===== src/rtl/mul_arbiter.sv =====
// Two-requester arbiter sharing one signed 8x8 -> 16 multiplier.
// Round-robin grant in IDLE, a MUL_CYCLES settle window in COMPUTE, and a held
// result in RESPOND until the consumer takes it.
module mul_arbiter #(
    parameter int unsigned MUL_CYCLES = 1
) (
    input  logic        clk,
    input  logic        rst_n,

    input  logic        req0_valid,
    input  logic [7:0]  req0_a,
    input  logic [7:0]  req0_b,
    output logic        req0_ready,

    input  logic        req1_valid,
    input  logic [7:0]  req1_a,
    input  logic [7:0]  req1_b,
    output logic        req1_ready,

    output logic        rsp_valid,
    output logic        rsp_id,
    output logic [15:0] rsp_m,
    input  logic        rsp_ready,

    output logic        busy
);

    typedef enum logic [1:0] {
        StIdle,
        StCompute,
        StRespond
    } state_e;

    localparam logic [3:0] CntLoad = 4'(MUL_CYCLES);

    state_e      state_q;
    logic [3:0]  cnt_q;
    logic [7:0]  a_q;
    logic [7:0]  b_q;
    logic        id_q;
    logic        last_grant_q;
    logic        rsp_valid_q;
    logic        rsp_id_q;
    logic [15:0] rsp_m_q;

    logic        grant;
    logic        accept_en;
    logic        accept;
    logic signed [15:0] prod;

    // Shared datapath; operands come from the capture registers, so the
    // requester may change its inputs right after the accepting edge.
    assign prod = $signed(a_q) * $signed(b_q);

    // Round-robin pick: on a tie the requester that did not finish last wins.
    always_comb begin
        grant = 1'b0;
        if (req0_valid && req1_valid) begin
            grant = ~last_grant_q;
        end else if (req1_valid) begin
            grant = 1'b1;
        end
        // Gated by rst_n so neither ready can rise during a reset cycle.
        accept_en  = rst_n && (state_q == StIdle);
        req0_ready = accept_en && req0_valid && !grant;
        req1_ready = accept_en && req1_valid && grant;
        accept     = req0_ready || req1_ready;
    end

    // Single FSM: capture, count down, register the product, hold for the consumer.
    always_ff @(posedge clk) begin
        if (!rst_n) begin
            state_q      <= StIdle;
            cnt_q        <= 4'd0;
            a_q          <= 8'h00;
            b_q          <= 8'h00;
            id_q         <= 1'b0;
            last_grant_q <= 1'b1;
            rsp_valid_q  <= 1'b0;
            rsp_id_q     <= 1'b0;
            rsp_m_q      <= 16'h0000;
        end else begin
            unique case (state_q)
                StIdle: begin
                    if (accept) begin
                        a_q     <= grant ? req1_a : req0_a;
                        b_q     <= grant ? req1_b : req0_b;
                        id_q    <= grant;
                        cnt_q   <= CntLoad;
                        state_q <= StCompute;
                    end
                end
                StCompute: begin
                    if (cnt_q == 4'd1) begin
                        rsp_m_q     <= prod;
                        rsp_id_q    <= id_q;
                        rsp_valid_q <= 1'b1;
                        cnt_q       <= 4'd0;
                        state_q     <= StRespond;
                    end else begin
                        cnt_q <= cnt_q - 4'd1;
                    end
                end
                StRespond: begin
                    if (rsp_ready) begin
                        rsp_valid_q  <= 1'b0;
                        last_grant_q <= rsp_id_q;
                        state_q      <= StIdle;
                    end
                end
                default: begin
                    state_q <= StIdle;
                end
            endcase
        end
    end

    assign rsp_valid = rsp_valid_q;
    assign rsp_id    = rsp_id_q;
    assign rsp_m     = rsp_m_q;
    assign busy      = (state_q != StIdle);

endmodule


===== config.mk =====
export PLATFORM = sky130hd
export DESIGN_NAME = mul_arbiter
export DESIGN_NICKNAME = d
export VERILOG_FILES = /design/src/rtl/mul_arbiter.sv
export SDC_FILE = /design/constraint.sdc
export NUM_CORES = 1
export LEC_CHECK = 0
export BUFFER_PORTS_ARGS = -buffer_cell sky130_fd_sc_hd__buf_4
export CORE_AREA = 2 2 136 138
export CTS_CLUSTER_SIZE = 10
export DETAILED_ROUTE_END_ITERATION = 16
export DIE_AREA = 0 0 138 140
export HOLD_SLACK_MARGIN = 0.1
export PLACE_DENSITY = 0.5
export SYNTH_ARGS = -nofsm -noshare
export SYNTH_HDL_FRONTEND = slang
export SYNTH_SLANG_ARGS = --single-unit

===== constraint.sdc =====
create_clock -name clk -period 9.98 [get_ports clk]
set_input_delay 0.499 -clock clk [delete_from_list [all_inputs] [get_ports clk]]
set_output_delay 0.499 -clock clk [all_outputs]
set_load 0.03 [all_outputs]

# Word level (Yosys, flattened, before mapping)
# Index checks and enable logic that the tools add are counted.
dict set report totals {
  word_cells 50
  regBits 42
  mem_count 0
  latch_bits 0
  output_inout_bits 21
  mem_bits_rw 0
  mem_bits_ro 0
  in_bits 37
}
dict set report op_classes {
  addsub 1
  bitwise 1
  n_eq_ne 6
  n_shift 0
  reduce_logical 18
  n_div 0
  order_cmp 0
  n_mul 1
  mux 14
}
# op count
set op_table {}
lappend op_table {{$mul 8x8->16} 1}
lappend op_table {{$mux 8} 2}
lappend op_table {{$mux 4} 2}
lappend op_table {{$pmux 4 s2} 1}
lappend op_table {{$reduce_and 2->1} 4}
lappend op_table {{$logic_and 1x1->1} 6}
lappend op_table {{$mux 2} 3}
lappend op_table {{$ne 2x2->1 const B} 3}
lappend op_table {{$pmux 2 s3} 1}
lappend op_table {{$reduce_and 3->1} 2}
lappend op_table {{$reduce_bool 2->1} 3}
lappend op_table {{$eq 4x1->1 const B} 1}
lappend op_table {{$mux 1} 4}
lappend op_table {{$sub 4x1->4 const B} 1}
lappend op_table {{$eq 2x1->1 const B} 1}
lappend op_table {{$eq 2x2->1 const B} 1}
lappend op_table {{$logic_not 2->1} 1}
lappend op_table {{$pmux 1 s2} 1}
lappend op_table {{$logic_not 1->1} 1}
lappend op_table {{$logic_or 1x1->1} 1}
lappend op_table {{$not 1->1} 1}

# Logic depth before layout (Yosys ltp)
# Gate-level depths: netlist of the first run.
dict set report depth {
  depth_word 7
  ltp_mapped 17
  ltp_nobuf 17
}

# Worst setup path after synthesis of the first run
# Ideal clock, no wire load.
dict set report synth_path {
  kind {reg2reg}
  startpoint {register a_q[7]}
  endpoint {register rsp_m_q[14], in the netlist rsp_m[14]}
  setup_ns 0.079
  setup_slack_ns 5.708
  stages_incl_launch_ff 15
  n_path_buf 0
  required_ns 9.901
  period_less_slack_ns 4.272
  arrival_time_ns 4.192
  cell_sequence {dfxtp_1 -> and2_1 -> fa_1 -> inv_1 -> fa_1 -> fa_1 -> fa_1 -> inv_1 -> ha_1 -> a21oi_1 -> nand2b_1 -> a2111oi_4 -> a311oi_2 -> xnor2_1 -> a211oi_2}
}
dict set report synth_via {
  elab_chain_cells 1
}
# item line_no
set synth_lines {}
lappend synth_lines {{start, declared} 38} ;# logic [7:0] a_q;
lappend synth_lines {{start signal, assigned} 86} ;# a_q <= grant ? req1_a : req0_a;
lappend synth_lines {{$mul 8x8->16} 53} ;# assign prod = $signed(a_q) * $signed(b_q);
lappend synth_lines {{end signal, assigned} 95} ;# rsp_m_q <= prod;
lappend synth_lines {{end, declared} 44} ;# logic [15:0] rsp_m_q;
# No other way between the ends.
# A chain may end at the register's enable or synchronous reset.

# Final worst setup path of the first run
dict set report layout_path {
  startpoint {register b_q[3]}
  endpoint {register rsp_m_q[14], in the netlist rsp_m[14]}
}
dict set report layout_via {
  elab_chain_cells 1
}
# item line_no
set layout_lines {}
lappend layout_lines {{start, declared} 39} ;# logic [7:0] b_q;
lappend layout_lines {{start signal, assigned} 87} ;# b_q <= grant ? req1_b : req0_b;
lappend layout_lines {{$mul 8x8->16} 53}
# No other way between the ends.

==> flow_metrics.env, run 1 <==
export IMPL_dieWidth_um=138
export IMPL_pre_cts_ws_ns=5.33
export IMPL_grt_max_degree=40
export IMPL_endpoint_kind="flip-flop"
export IMPL_insertedDiodeCount=0
export IMPL_yosysMostFrequentCell="inv_1"
export IMPL_synth_avg_cell_area_sq_um=9.00
export IMPL_synth_area_leaders="fa_1 (25%), dfxtp_1 (19%), ha_1 (8.9%)"
export IMPL_worst_ep_arrival_time_ns=4.87
export IMPL_synthAdderAreaFrac=0.341
export IMPL_tns_ns=0
export IMPL_drtIter0Drc=194
export IMPL_synth_top_area_share=0.252
export IMPL_rsz0062_at_grt="false"
export IMPL_period_share=0.466
export IMPL_required_ns=10.20
export IMPL_clockRootBuffer="clkbuf_16"
export IMPL_overflow=0
export IMPL_status="complete, no violations"
export IMPL_hold_ws_ns=0.455
export IMPL_cp_slowest_cell="dfxtp_1"
export IMPL_grt_first_pass_wirelength_mm=18.0
export IMPL_ant_nets=0
export IMPL_tritoncts="done"
export IMPL_vdd_drop_max_uv=64.9
export IMPL_ios=58
export IMPL_endpoint="rsp_m[14]"
export IMPL_crit_path_max_incr_delay_ns=0.53
export IMPL_hold_path_class="flip-flop to flip-flop"
export IMPL_die_h_um=140
export IMPL_synth_xor_area_share=0.0260
export IMPL_yosysTopAreaCell="fa_1"
export IMPL_num_nets_final=663
export IMPL_fp_coreArea_sq_um=17800
export IMPL_maxCapViolCount=0
export IMPL_r2r_slack_ns=5.33
export IMPL_hold_path_depth=2
export IMPL_routed_wl_mm=10.3
export IMPL_cts_resized_gates=0
export IMPL_post_cts_repair_setup_buffers=0
export IMPL_place_inst=762
export IMPL_hold_viol=0
export IMPL_layout_min_cycle_time_ns=4.65
export IMPL_ys_flop_type="dfxtp_1"
export IMPL_crit_top_cell="fa_1"
export IMPL_dp_final_hpwl_mm=8.20
export IMPL_syn_num_nets=609
export IMPL_cts_inserted_buffers=5
export IMPL_clk_pin_slew_ns=0.07
export IMPL_max_freq_mhz=215
export IMPL_htreeDepth=2
export IMPL_yosysUniqueCellTypes=48
export IMPL_cts_sinks=42
export IMPL_crit_chain="and2_1, fa_1, inv_1, fa_1, fa_1, fa_1, inv_1, ha_1, a21oi_1, nand2b_1, a2111oi_4, a311oi_2, xnor2_1, a211oi_2"
export IMPL_r2r_start="b_q[3]"
export IMPL_crit_fanout=9
export IMPL_yosysWarningCount=0
export IMPL_tightest_slew_ns=0.940
export IMPL_finalClockSkew_ns=0.00976
export IMPL_synth_edff_count=0
export IMPL_grt_pass1_vias=3531
export IMPL_fin_ws_ns=5.33
export IMPL_max_slew_margin_rel=0.372
export IMPL_drive_above_1_share=0.168
export IMPL_max_clock_path_buffers=2
export IMPL_rr_worst_depth=14
export IMPL_initial_core_util=0.246
export IMPL_synth_top_family_by_area="adder cells"
export IMPL_track_usage=0.114
export IMPL_wire_per_inst_um=13.4
export IMPL_synthMuxAreaShare=0.0415
export IMPL_criticalPathCategory="flip-flop to flip-flop"
export IMPL_dr_pass1_iters=4
export IMPL_num_rows=49
export IMPL_setup_worst_path_start="b_q[3]"
export IMPL_worst_path_buf_inv=2
export IMPL_powerDensity_nw_per_um2=116
export IMPL_synth_commonest_cells="inv_1 (84), fa_1 (55), and2_1 (45)"
export IMPL_syn_cell_area_sq_um=4370
export IMPL_final_max_slew_viol_count=0
export IMPL_gp_congestion=0.857
export IMPL_viasPerCell=4.35
export IMPL_die_area_sq_um=19300
export IMPL_report_final_setup_viol=0
export IMPL_area_delta_synth_final_pct=18.9
export IMPL_port_buffers=57
export IMPL_r2r_end="rsp_m[14]"
export IMPL_fin_cells=770
export IMPL_insertion_delay_ns=0.29
export IMPL_vias=3348
export IMPL_synth_seq_cells=42
export IMPL_synth_compound_area_frac=0.125
export IMPL_async_reset_ff_frac=0
export IMPL_antenna_found_initial=0
export IMPL_synth_cells=486
export IMPL_cts_hold_buf=0
export IMPL_yosysSeqAreaShare=0.192
export IMPL_p_leak_nw=2.37
export IMPL_drc=0
export IMPL_synthSimpleGateAreaFrac=0.185
export IMPL_crit_family="adder cells"
export IMPL_critPathLaunchType="flip-flop"
export IMPL_cp_depth=14
## cell type report
class | count | area, sq um
Clock buffer | 6 | 139
Clock inverter | 2 | 12.5
Fill cell | 1911 | 12600
Inverter | 85 | 319
Multi-Input combinational cell | 346 | 3150
Sequential cell | 42 | 841
Tap cell | 229 | 287
Timing Repair Buffer | 60 | 450
## report_power, final
part	internal, mW	switching (mW)
sequential	0.180	0.0218
combinational	0.0976	0.135
clock	0.0993	0.0725
total	0.376	0.229
## through the flow
| step | cell area, sq um | power, mW | util |
|---|---|---|---|
| after floorplan | 4370 | 0.374 | - |
| after global placement | 5050 | 0.440 | 0.284 |
| after detailed placement | 5050 | 0.441 | 0.284 |
| after CTS | 5200 | 0.618 | 0.292 |
| after global routing | 5200 | 0.659 | 0.292 |
| final | 5200 | 0.606 | 0.292 |
## cells by family (layout without fill, tap and decap cells)
family / count (synthesis) / in the layout
DFF: 42 / 42
muxes: 18 / 18
adders and majority gates: 86 / 86
and+or+nand+nor: 158 / 158
buffers and inverters: 98 / 153
AOI/OAI and AO/OA: 71 / 71
xor gates and xnor gates: 13 / 13
## cells in the final DEF (no fill, tap or decap), types with 2 or more instances in the layout
cell type / instances
a211oi_2: 11
fa_1: 55
o21ai_0: 7
a21oi_1: 24
nand3_1: 7
clkbuf_16: 5
a31oi_1: 3
a21o_1: 4
o21ai_1: 2
and2_1: 45
buf_4: 60
dfxtp_1: 42
xor2_1: 2
mux2i_1: 17
xnor2_1: 11
or3_1: 3
a211oi_1: 8
inv_1: 84
ha_1: 31
nor2_1: 38
nand2_1: 40
o211ai_1: 2
nor2b_1: 8
nor3_1: 4
nand2b_1: 4
nand3b_1: 2
## state kept, by name, indices dropped and copies added, names as in the netlist
name / cells
state_q: 2
rsp_id: 1
rsp_valid: 1
rsp_m: 16
a_q: 8
cnt_q: 4
b_q: 8
id_q: 1
last_grant_q: 1
## how the worst min path moves through the flow
| stage | endpoint | from | slack [ns] |
|---|---|---|---|
| final | rsp_m[4] | rsp_m[4] | 0.45 |
| after global routing | rsp_m[4] | rsp_m[4] | 0.48 |
| after CTS | rsp_m[0] | rsp_m[0] | 0.46 |
| after detailed placement | rsp_m[0] | rsp_m[0] | 0.45 |
| after global placement | rsp_m[0] | rsp_m[0] | 0.45 |
| after floorplan | rsp_id | id_q | 0.43 |
## worst register-to-register path: stages, from the launching register on
cell and delay [ns]:
dfxtp_1 0.53, and2_1 0.27, fa_1 0.53, inv_1 0.22, fa_1 0.44, fa_1 0.50
fa_1 0.52, inv_1 0.04, ha_1 0.34, a21oi_1 0.25, nand2b_1 0.13, a2111oi_4 0.34
a311oi_2 0.09, xnor2_1 0.15, a211oi_2 0.21
## metal layers
layer  vias to the layer above  part of all wire  track usage
met5                         -                 0            0
met4                         0            0.0099       0.0193
met3                         9             0.034       0.0212
met2                        57              0.49        0.196
met1                      1627              0.47        0.153
li1                       1655                 -            -
No activity file was read; power rests on OpenSTA's default activity.
==> run 2, diff against run 1 <==
ABC_AREA = 1   (was default)
CORE_AREA = 2 2 138 140   (was 2 2 136 138)
DIE_AREA = 0 0 140 142   (was 0 0 138 140)
clock period = 4.6 ns   (was 9.98 ns; I/O delays follow)
==> flow_metrics.env, run 2 <==
export IMPL_status="finished, violations left"
export IMPL_violations="design-rule violations"
export IMPL_max_slew_margin_rel=0.702
export IMPL_synthAdderAreaFrac=0.328
export IMPL_max_clock_path_buffers=2
export IMPL_share_comb_of_total_power=0.418
export IMPL_cts_sinks=42
export IMPL_dieWidth_um=140
export IMPL_tightest_slew_ns=0.446
export IMPL_vdd_drop_max_uv=109
export IMPL_die_h_um=142
export IMPL_r2r_start="b_q[7]"
export IMPL_tritoncts="done"
export IMPL_num_rows=50
export IMPL_wire_per_inst_um=12.2
export IMPL_yosysMostFrequentCell="inv_1"
export IMPL_yosysUniqueCellTypes=31
export IMPL_synthSimpleGateAreaFrac=0.214
export IMPL_crit_path_max_incr_delay_ns=0.55
export IMPL_postPlaceCellArea_sq_um=5190
export IMPL_post_cts_repair_setup_buffers=0
export IMPL_nFillCells=1999
export IMPL_required_ns=4.79
export IMPL_synth_seq_cells=42
export IMPL_synthMuxAreaShare=0
export IMPL_grt_max_degree=34
export IMPL_clockRootBuffer="clkbuf_16"
export IMPL_p_leak_nw=3.09
export IMPL_viasPerCell=4.10
export IMPL_synth_cells=632
export IMPL_routed_wl_mm=11.1
export IMPL_critPathLaunchType="flip-flop"
export IMPL_htreeDepth=2
export IMPL_hold_start="req1_a[5]"
export IMPL_drive_above_1_share=0.147
export IMPL_powerDensity_nw_per_um2=259
export IMPL_final_common_cell="inv_1"
export IMPL_tns_ns=0
export IMPL_initial_core_util=0.246
export IMPL_insertedDiodeCount=0
export IMPL_dr_pass1_iters=10
export IMPL_synth_xor_area_share=0.0135
export IMPL_report_final_setup_viol=0
export IMPL_gp_congestion=0.819
export IMPL_syn_cell_area_sq_um=4540
export IMPL_yosysSeqAreaShare=0.185
export IMPL_cts_inserted_buffers=5
export IMPL_finalPower_mw=1.38
export IMPL_crit_chain="inv_2, or2_2, fa_1, fa_1, inv_1, fa_1, inv_1, fa_1, inv_1, ha_2, nand2_1, nor2_1, nand2_1, nor2_1, nor2_1, nand3_1, nand2_1, nor2_1, nor2_1"
export IMPL_netSwitchingFraction=0.407
export IMPL_p_clk_frac=0.265
export IMPL_insertion_delay_ns=0.29
export IMPL_synth_compound_area_frac=0.0904
export IMPL_vias=3739
export IMPL_overflow=0
export IMPL_crit_fanout=8
export IMPL_ant_nets=0
export IMPL_final_max_slew_viol_count=0
export IMPL_area_delta_synth_final_pct=17.9
export IMPL_drtIter0Drc=158
export IMPL_max_freq_mhz=236
export IMPL_drc=3
export IMPL_stdcell_area_sq_um=5350
export IMPL_fp_coreArea_sq_um=18500
export IMPL_switching_power_mw=0.563
export IMPL_crit_top_cell="nor2_1"
export IMPL_endpoint_kind="flip-flop"
export IMPL_dp_final_hpwl_mm=9.28
export IMPL_worst_ep_arrival_time_ns=4.43
export IMPL_ios=58
export IMPL_grt_pass1_vias=3767
export IMPL_criticalPathCategory="flip-flop to flip-flop"
export IMPL_die_area_sq_um=19900
export IMPL_track_usage=0.118
export IMPL_synth_area_leaders="fa_1 (24%), dfxtp_1 (19%), inv_1 (13%)"
export IMPL_hold_ws_ns=0.208
export IMPL_period_share=0.923
export IMPL_maxCapViolCount=0
export IMPL_multiInputGateArea_sq_um=2940
export IMPL_layout_min_cycle_time_ns=4.24
export IMPL_antenna_found_initial=0
export IMPL_syn_num_nets=755
export IMPL_synth_avg_cell_area_sq_um=7.18
export IMPL_async_reset_ff_frac=0
export IMPL_synth_top_area_share=0.243
export IMPL_hold_viol=0
export IMPL_seqCellArea_sq_um=845
export IMPL_port_buffers=57
export IMPL_grt_first_pass_wirelength_mm=19.0
export IMPL_cp_slowest_cell="fa_1"
export IMPL_finalClockSkew_ns=0.00720
export IMPL_synth_commonest_cells="inv_1 (162), nand2_1 (141), fa_1 (55)"
export IMPL_ys_flop_type="dfxtp_1"
export IMPL_hold_path_class="input pin to flip-flop"
export IMPL_rsz0062_at_grt="false"
export IMPL_synth_top_family_by_area="adder cells"
export IMPL_final_cell_mix="inv_1 (160), nand2_1 (141), buf_4 (65), fa_1 (55), nor2_1 (50)"
export IMPL_setup_worst_path_start="b_q[7]"
export IMPL_yosysWarningCount=0
export IMPL_largest_reg_flops=16
export IMPL_synth_edff_count=0
export IMPL_num_nets_final=800
export IMPL_clk_pin_slew_ns=0.07
export IMPL_yosysTopAreaCell="fa_1"
export IMPL_p_seq_frac=0.318
export IMPL_intPower_mw=0.822
run 2: stage by stage:
stage	setup WS [ns]	std cells	utilization
after floorplan	0.477	632	-
after global placement	0.230	904	0.281
after detailed placement	0.172	904	0.281
after CTS	0.148	912	0.289
after global routing	0.0395	912	0.290
final	0.355	912	0.290
run 2: what timing repair did:
item                       in CTS  in global routing
setup endpoints to repair       0                  8
hold buffers                    0                  0
gates resized for setup         0                  9
run 2: cell type report:
| cell class | instances | area share |
|---|---|---|
| clock buffer | 5 | 0.0234 |
| clock inverter | 3 | 0.00444 |
| inverter | 169 | 0.119 |
| multi-input combinational | 394 | 0.550 |
| sequential | 42 | 0.158 |
| tap | 234 | 0.0547 |
| timing repair buffer | 65 | 0.0912 |
run 2: cell families (layout without fill, tap and decap cells):
logic type               after synthesis  after routing
AND/OR/NAND/NOR                      228            228
buffers and inverters                196            242
adder cells (fa/ha/maj)               86             86
AO/OA/AOI/OAI                         73             73
flip-flops                            42             42
XOR/XNOR                               7              7
run 2: layer usage:
metal,track usage,part of all wire,vias up
met3,0.0124,0.026,7
met4,0.0234,0.0095,0
met2,0.188,0.45,45
met1,0.173,0.51,1728
li1,-,-,1959
met5,0,0,-
run 2: worst paths after layout:
kind	end	slack (ns)	cells after the start
setup reg to reg	rsp_m[15]	0.36	19
hold reg to reg	rsp_valid	0.47	2
setup / recovery	rsp_m[15]	0.36	19
hold / removal	a_q[5]	0.21	3
run 2: power groups by stage:
stage / combinational (mW) / clock [mW] / sequential, mW
floorplan: 0.424 / 0 / 0.433
global placement: 0.583 / 0 / 0.449
detailed placement: 0.576 / 0 / 0.448
CTS: 0.588 / 0.379 / 0.440
global route: 0.675 / 0.395 / 0.445
finish: 0.579 / 0.366 / 0.440
run 2: critical path, delay by kind of cell, from the launching register on:
kind / cells / cell delay, ns
and+or+nand+nor: 10 / 1.01
buffers and inverters: 4 / 0.24
adders and majority gates: 5 / 2.52
DFF: 1 / 0.36
